### src/rtl/puf_resp_collector.sv
// PUF comparison sequencer: walks RESP_BITS counter pairs through a single
// magnitude comparator, builds the response word and counts tie results.
module puf_resp_collector #(
   parameter int RESP_BITS = 32,
   parameter int CNT_W     = 32,
   parameter int TIMEOUT   = 15
) (
   input  logic                         clk,
   input  logic                         rst,
   input  logic                         start,
   output logic                         busy,
   output logic [$clog2(RESP_BITS)-1:0] pair_idx,
   input  logic [CNT_W-1:0]             cnt_a,
   input  logic [CNT_W-1:0]             cnt_b,
   output logic                         comp_en,
   output logic [CNT_W-1:0]             comp_num1,
   output logic [CNT_W-1:0]             comp_num2,
   input  logic                         comp_done,
   input  logic [1:0]                   comp_result,
   output logic [RESP_BITS-1:0]         resp,
   output logic [$clog2(RESP_BITS):0]   tie_cnt,
   output logic                         resp_valid,
   output logic                         err
);

   localparam int PW = $clog2(RESP_BITS);
   localparam int TW = PW + 1;
   localparam logic [PW-1:0] LAST_IDX = PW'(RESP_BITS - 1);
   localparam logic [7:0]    TMO_LIM  = 8'(TIMEOUT);

   typedef enum logic [2:0] {IDLE, FETCH, COMP, WAIT, FIN} state_t;

   state_t     state, state_nx;
   logic [7:0] tmo_cnt;
   logic       last_pair;
   logic       tmo_hit;

   assign last_pair = (pair_idx == LAST_IDX);
   assign tmo_hit   = ((tmo_cnt + 8'd1) == TMO_LIM);

   always_ff @(posedge clk) begin
      if (rst) begin
         state <= IDLE;
      end else begin
         state <= state_nx;
      end
   end

   always_comb begin
      state_nx   = state;
      comp_en    = 1'b0;
      resp_valid = 1'b0;
      busy       = (state != IDLE);
      case (state)
         IDLE:  if (start) state_nx = FETCH;
         FETCH: state_nx = COMP;
         COMP: begin
            comp_en  = 1'b1;
            state_nx = WAIT;
         end
         WAIT: begin
            if (comp_done) begin
               state_nx = last_pair ? FIN : FETCH;
            end else if (tmo_hit) begin
               state_nx = FIN;
            end
         end
         FIN: begin
            resp_valid = 1'b1;
            state_nx   = IDLE;
         end
         default: state_nx = IDLE;
      endcase
   end

   // The comparator only sees operands during its enable cycle.
   assign comp_num1 = comp_en ? cnt_a : '0;
   assign comp_num2 = comp_en ? cnt_b : '0;

   always_ff @(posedge clk) begin
      if (rst) begin
         pair_idx <= '0;
         resp     <= '0;
         tie_cnt  <= '0;
         err      <= 1'b0;
         tmo_cnt  <= '0;
      end else begin
         case (state)
            IDLE: begin
               if (start) begin
                  pair_idx <= '0;
                  resp     <= '0;
                  tie_cnt  <= '0;
                  err      <= 1'b0;
               end
            end
            COMP: tmo_cnt <= '0;
            WAIT: begin
               if (comp_done) begin
                  // Result 10 is illegal: flag it and record a 0 bit.
                  resp[pair_idx] <= (comp_result == 2'b11);
                  if (comp_result == 2'b01) tie_cnt <= tie_cnt + TW'(1);
                  if (comp_result == 2'b10) err <= 1'b1;
                  if (!last_pair) pair_idx <= pair_idx + PW'(1);
               end else begin
                  tmo_cnt <= tmo_cnt + 8'd1;
                  if (tmo_hit) err <= 1'b1;
               end
            end
            FIN: pair_idx <= '0;
            default: ;
         endcase
      end
   end

endmodule

### config.mk
export PLATFORM = sky130hd
export DESIGN_NAME = puf_resp_collector
export DESIGN_NICKNAME = d
export VERILOG_FILES = /design/src/rtl/puf_resp_collector.sv
export SDC_FILE = /design/constraint.sdc
export NUM_CORES = 1
export LEC_CHECK = 0
export ABC_AREA = 1
export CAP_MARGIN = 0
export CORE_MARGIN = 2
export CORE_UTILIZATION = 36
export CTS_BUF_LIST = sky130_fd_sc_hd__clkbuf_4
export CTS_CLUSTER_SIZE = 30
export DETAILED_ROUTE_END_ITERATION = 12
export GPL_ROUTABILITY_DRIVEN = 0
export HOLD_SLACK_MARGIN = 0.03
export PLACE_DENSITY = 0.8
export RECOVER_POWER = 100
export SLEW_MARGIN = 30
export SYNTH_ARGS = -nofsm -noshare
export SYNTH_HDL_FRONTEND = slang
export SYNTH_SLANG_ARGS = --single-unit
### constraint.sdc
create_clock -name clk -period 1.9 [get_ports clk]
set_input_delay 0.475 -clock clk [delete_from_list [all_inputs] [get_ports clk]]
set_output_delay 0.475 -clock clk [all_outputs]
set_load 0.05 [all_outputs]
==> results of run 1 <==
## per-stage QoR
| step | setup TNS (ns) | power, uW | hold slack [ns] |
|---|---|---|---|
| 3_3_place_gp | -0.134 | 6350 | 0.454 |
| 3_5_place_dp | -1.42 | 6460 | 0.457 |
| 4_1_cts | -12.37 | 7320 | 0.479 |
| 5_1_grt | -15.49 | 7700 | 0.500 |
| 6_report | -11.89 | 7400 | 0.474 |
| 2_1_floorplan | -15.33 | 4300 | 0.453 |
## state kept, by name (all words and copies together), names as in the netlist
| name | flops |
|---|---|
| tie_cnt | 6 |
| tmo_cnt | 8 |
| err | 1 |
| state | 3 |
| resp | 32 |
| pair_idx | 5 |
## area by class of cell
type / count / area (um2) / share of cell area [%]
clock inverter: 2 / 38.8 / 0.596
multi-input combinational: 352 / 2210 / 34.0
tap: 108 / 135 / 2.08
sequential: 55 / 1110 / 17.1
timing repair inverter: 1 / 6.26 / 0.0961
timing repair buffer: 211 / 2560 / 39.3
inverter: 103 / 397 / 6.09
clock buffer: 6 / 45.0 / 0.692
## repair_timing
action | 4_1_cts | 5_1_grt
setup endpoints to repair | 66 | 89
setup buffers | 7 | 8
pin swaps | 3 | 5
gates resized for setup | 20 | 20
cloned | 1 | 0
hold endpoints to repair | 0 | 0
## critical path, cell delays in order, from the launching register on
cell and delay (ns):
dfxtp_4 0.39, nor3_4 0.29, inv_6 0.10, buf_12 0.19, nor2_4 0.13, buf_12 0.15
## Yosys cell counts (all sizes together)
cell      n  area (um2)
nor3      5        25.0
nand3    20         118
nand2   121         479
xor2      3        26.3
o21ai    37         185
or2       1        6.26
dfxtp    55        1100
nor2    101         428
buf      10        57.6
nand3b    1        7.51
inv     103         392
clkbuf    8        30.0
o211a     1        10.0
nand4     1        6.26
o21bai    1        7.51
a21oi    51         255
ha        8         100
xnor2     1        8.76
## where the power goes
group          switching (uW)  total [uW]  internal [uW]
Clock                     379         677            298
Sequential               67.5        1290           1220
Combinational            3240        5440           2200
## metal layers
layer | GRT usage (%) | vias up
li1 | - | 2010
met1 | 26.5 | 1865
met2 | 46.6 | 177
met3 | 3.26 | 33
met4 | 12.4 | 0
met5 | 0 | -
## final timing paths
check,to,depth (start not counted),startpoint
setup reg to reg,resp[21],10,state[1]
setup / recovery,comp_num1[16],5,state[2]
hold / removal,resp[0],2,resp[0]
hold reg to reg,resp[0],2,resp[0]
## cell families (layout without fill, tap and decap cells)
| kind of cell | count (synthesis) | count (layout) | share of synthesized area, % |
|---|---|---|---|
| buffers and inverters | 121 | 323 | 14.8 |
| flip-flops | 55 | 55 | 34.0 |
| XOR/XNOR | 4 | 4 | 1.08 |
| AND/OR/NAND/NOR | 250 | 250 | 33.0 |
| adder cells (fa/ha/maj) | 8 | 8 | 3.09 |
| AO/OA/AOI/OAI | 90 | 90 | 14.1 |
==> flow_summary_export.csv, run 1 <==
group,metric,value,unit
sta,slew_violations,0,
sta,finClkSkew,0.00532,ns
critical_path,timing_worst_setup_path_type,"reg -> out",
run_status,status,"complete, but fails checks",
finish,final_util,74.6,%
drt,first_pass_iters,4,
global_route,antenna_found_initial,0,
floorplan,initial_core_util,37.2,%
yosys,ys_types,31,
sta,rsz0062_at_grt,"yes",
critical_path,r2r_slack,0.09,ns
yosys,ys_warn_count,0,
floorplan,core,8720,um2
clocking,ctsRootBufferMaster,"clkbuf_4",
yosys,synth-seq-cells,55,
global_route,grt_overflow,0,
global_route,grt_max_degree,35,
finish,most-common-layout-cells,"103 x nand2_1, 96 x inv_1, 75 x buf_12, 69 x clkdlybuf4s50_1, 66 x nor2_4",
yosys,syn-num-nets,606,
drt,drcViolationCount,0,
clocking,postCtsHoldBufs,0,
drt,dr_wl_met3,771,um
finish,antenna_cells,0,
floorplan,die_area,9780,um2
global_route,first_global_vias,4080,
drt,wl,12300,um
pwr,power.leakage,0.00271,uW
placement,placed_cell_area,6320,um2
sta,setup_ws,-0.217,ns
drt,vias_per_cell,4.87,
run_status,violations,"negative setup slack",
clocking,htreeDepth,2,
clocking,path_clk_slew,0.16,ns
pwr,power.density,1140,nW/um2
finish,finalInstanceArea,6510,um2
finish,drive_above_1_share,32.1,%
critical_path,path_max_fanout,15,
critical_path,start_kind,"flip-flop",
floorplan,die_h,98.9,um
clocking,cts_tree,"built",
sta,fmax,472,MHz
yosys,seq_area_frac_synth,34.0,%
critical_path,required,1.42,ns
drt,wire_per_inst,14.6,um
drt,detail-route-antenna-nets,0,
clocking,cts_buffer_depth,2,
sta,period_share,111,%
floorplan,num_io_pins,181,
finish,area.growth.synth_to_final,101,%
clocking,cts_sinks,55,
global_route,groute.usage.overall,24.6,%
global_route,grt_pass1_wl,19600,um
pwr,ir_drop,0.698,mV
critical_path,endpoint_kind,"output pin",
drt,routed.top_layer,"met4",
run,max_cap_violations,0,
placement,place.detailed.hpwl,9700,um
clocking,clkLatencyLatePin,0.38,ns
sta,slew_headroom,58.2,%
drt,met2WireLength,6470,um
finish,final_nets,807,
critical_path,worstPathArrival,1.64,ns
sta,hold_viol_final,0,
sta,fin_crit,2.12,ns
yosys,syn_inst,528,
clocking,numCtsBuffers,5,
finish,nFillCells,647,
floorplan,rows,34,
drt,wl_met1,4520,um
yosys,netlist_area,3240,um2
yosys,synth.avg_cell_area,6.14,um2
finish,final_cells,838,
min_path,hold_path_class,"reg -> reg",
finish,layout_commonest_cell,"nand2_1",
drt,drt-initial-drc-count,127,
placement,dp_worst_setup_slack,-0.166,ns
drt,via_count,4085,
floorplan,chipWidth,98.9,um
placement,port_buffers,180,
sta,setup_viol,64,
sta,tightest_slew,0.629,ns
placement,dp.cells,816,
Note: power is estimated with default switching activity, not from simulation.
==> inputs of run 2 (changes only) <==
- SETUP_SLACK_MARGIN: not set -> 0.4
==> flow_summary_export.csv, run 2 (synthesis results as in run 1) <==
group,metric,value,unit
run_status,status,"complete, but fails checks",
run_status,violations,"negative setup slack",
floorplan,initial_core_util,37.2,%
sta,tightest_slew,0.616,ns
finish,final_nets,831,
pwr,ir_drop,0.563,mV
sta,setup_ws,-0.326,ns
clocking,cts_sinks,55,
sta,finClkSkew,0.0279,ns
floorplan,rows,34,
floorplan,num_io_pins,181,
sta,period_share,117,%
floorplan,die_h,98.9,um
critical_path,path_max_fanout,9,
placement,dp.cells,815,
finish,largest_register_ffs,32,
global_route,grt_overflow,0,
pwr,power_frac_seq,14.3,%
pwr,power.leakage,0.00299,uW
sta,hold_viol_final,0,
sta,slew_headroom,59.1,%
drt,detail-route-antenna-nets,0,
critical_path,worstPathArrival,1.75,ns
global_route,first_global_vias,4495,
critical_path,timing_worst_setup_path_type,"reg -> out",
global_route,grt_pass1_wl,23800,um
finish,most-common-layout-cells,"90 x inv_1, 81 x nand2_1, 75 x buf_12, 73 x nor2_4, 69 x clkdlybuf4s50_1",
floorplan,core,8720,um2
drt,drcViolationCount,0,
clocking,htreeDepth,2,
clocking,path_clk_slew,0.17,ns
clocking,ctsRootBufferMaster,"clkbuf_4",
critical_path,r2r_end,"resp[27]",
critical_path,crit_start,"state[2]",
global_route,grt_max_degree,40,
drt,via_count,4790,
finish,final_cells,861,
sta,setup_viol,111,
critical_path,r2r_start,"state[1]",
drt,drt-initial-drc-count,341,
sta,fmax,449,MHz
pwr,switching_share,50.9,%
run,max_cap_violations,0,
placement,dp_worst_setup_slack,-0.108,ns
drt,first_pass_iters,8,
pwr,pwr-share-comb,79.8,%
critical_path,required,1.42,ns
critical_path,start_kind,"flip-flop",
drt,vias_per_cell,5.56,
floorplan,chipWidth,98.9,um
pwr,clkPwrFrac,6.0,%
clocking,cts_buffer_depth,2,
clocking,cts_tree,"built",
finish,layout_commonest_cell,"inv_1",
pwr,p_int,4470,uW
finish,antenna_cells,0,
critical_path,endpoint_kind,"output pin",
sta,slew_violations,0,
finish,regMostFlops,"resp",
clocking,numCtsBuffers,5,
finish,area.growth.synth_to_final,126,%
placement,place.detailed.hpwl,9760,um
sta,fin_crit,2.23,ns
global_route,groute.usage.overall,30.6,%
floorplan,die_area,9780,um2
critical_path,endpoint,"comp_num1[28]",
drt,wire_per_inst,21.2,um
critical_path,r2r_cells,14,
pwr,power.density,1240,nW/um2
finish,reg_top3,"resp x32, tmo_cnt x8, tie_cnt x6",
sta,rsz0062_at_grt,"yes",
finish,drive_above_1_share,43.8,%
pwr,power_switching,4630,uW
critical_path,r2r_slack,-0.26,ns
clocking,clkLatencyLatePin,0.40,ns
global_route,antenna_found_initial,0,
drt,wl,18200,um
placement,port_buffers,180,
min_path,hold_path_class,"reg -> reg",
-- run 2: cell count changes in the layout (fill, tap and decap cells not counted), sizes merged --
cell    change
clkbuf      -6
inv         -1
buf        +27
nand2       +3
-- run 2: metrics by stage --
step           setup TNS [ns]  hold slack (ns)  power (uW)  utilization [%]  area [um2]
2_1_floorplan          -15.33            0.453        4370                -        3780
3_3_place_gp            -1.15            0.446        6460             72.7        6340
3_5_place_dp            -1.68            0.450        6550             72.7        6340
4_1_cts                -16.13            0.467        8280             80.5        7020
5_1_grt                -29.41            0.493        9300             83.9        7310
6_report               -22.44            0.472        9100             83.9        7310
-- run 2: critical path, stage by stage (launching register included) --
cell and delay [ns]:
dfxtp_4 0.38, nor3_4 0.22, bufinv_16 0.24, clkbuf_16 0.19, nor2_4 0.15, buf_12 0.16
-- run 2: how the worst min path moves through the flow --
stage | from | to | slack (ns) | cells past startpoint
2_1_floorplan | tmo_cnt[7] | tmo_cnt[7] | 0.45 | 2
3_3_place_gp | err | err | 0.45 | 2
3_5_place_dp | err | err | 0.45 | 2
4_1_cts | err | err | 0.47 | 2
5_1_grt | resp[22] | resp[22] | 0.49 | 2
6_report | resp[16] | resp[16] | 0.47 | 2
-- run 2: repair_timing --
item	CTS	global route
endpoints found under the setup margin	125	132
pin swaps	25	27
gates resized for setup	104	78
cloned	5	2
buffers inserted	21	11
hold buffers	0	0
-- run 2: final cells by class --
cell class,instances,area [um2]
repair buffers,231,2900
multi-input cells,355,2630
fillers,405,1410
flip-flops and latches,55,1130
inverters,103,445
well taps,108,135
clock buffers,7,52.6
repair inverters,2,25.0
-- run 2: layer usage --
layer	vias to the layer above	share of wire, %	track usage, %
li1	2066	-	-
met4	0	7.2	11.6
met5	-	0	0
met1	2195	33	33.8
met3	114	9.9	5.74
met2	415	50	57.4
-- run 2: power groups by stage --
stage,logic (uW),registers (uW),clock network (uW)
after floorplan,2990,1380,0
final,7260,1300,545
after global routing,7420,1300,582
after detailed placement,5230,1320,0
after CTS,6470,1290,517
after global placement,5140,1320,0
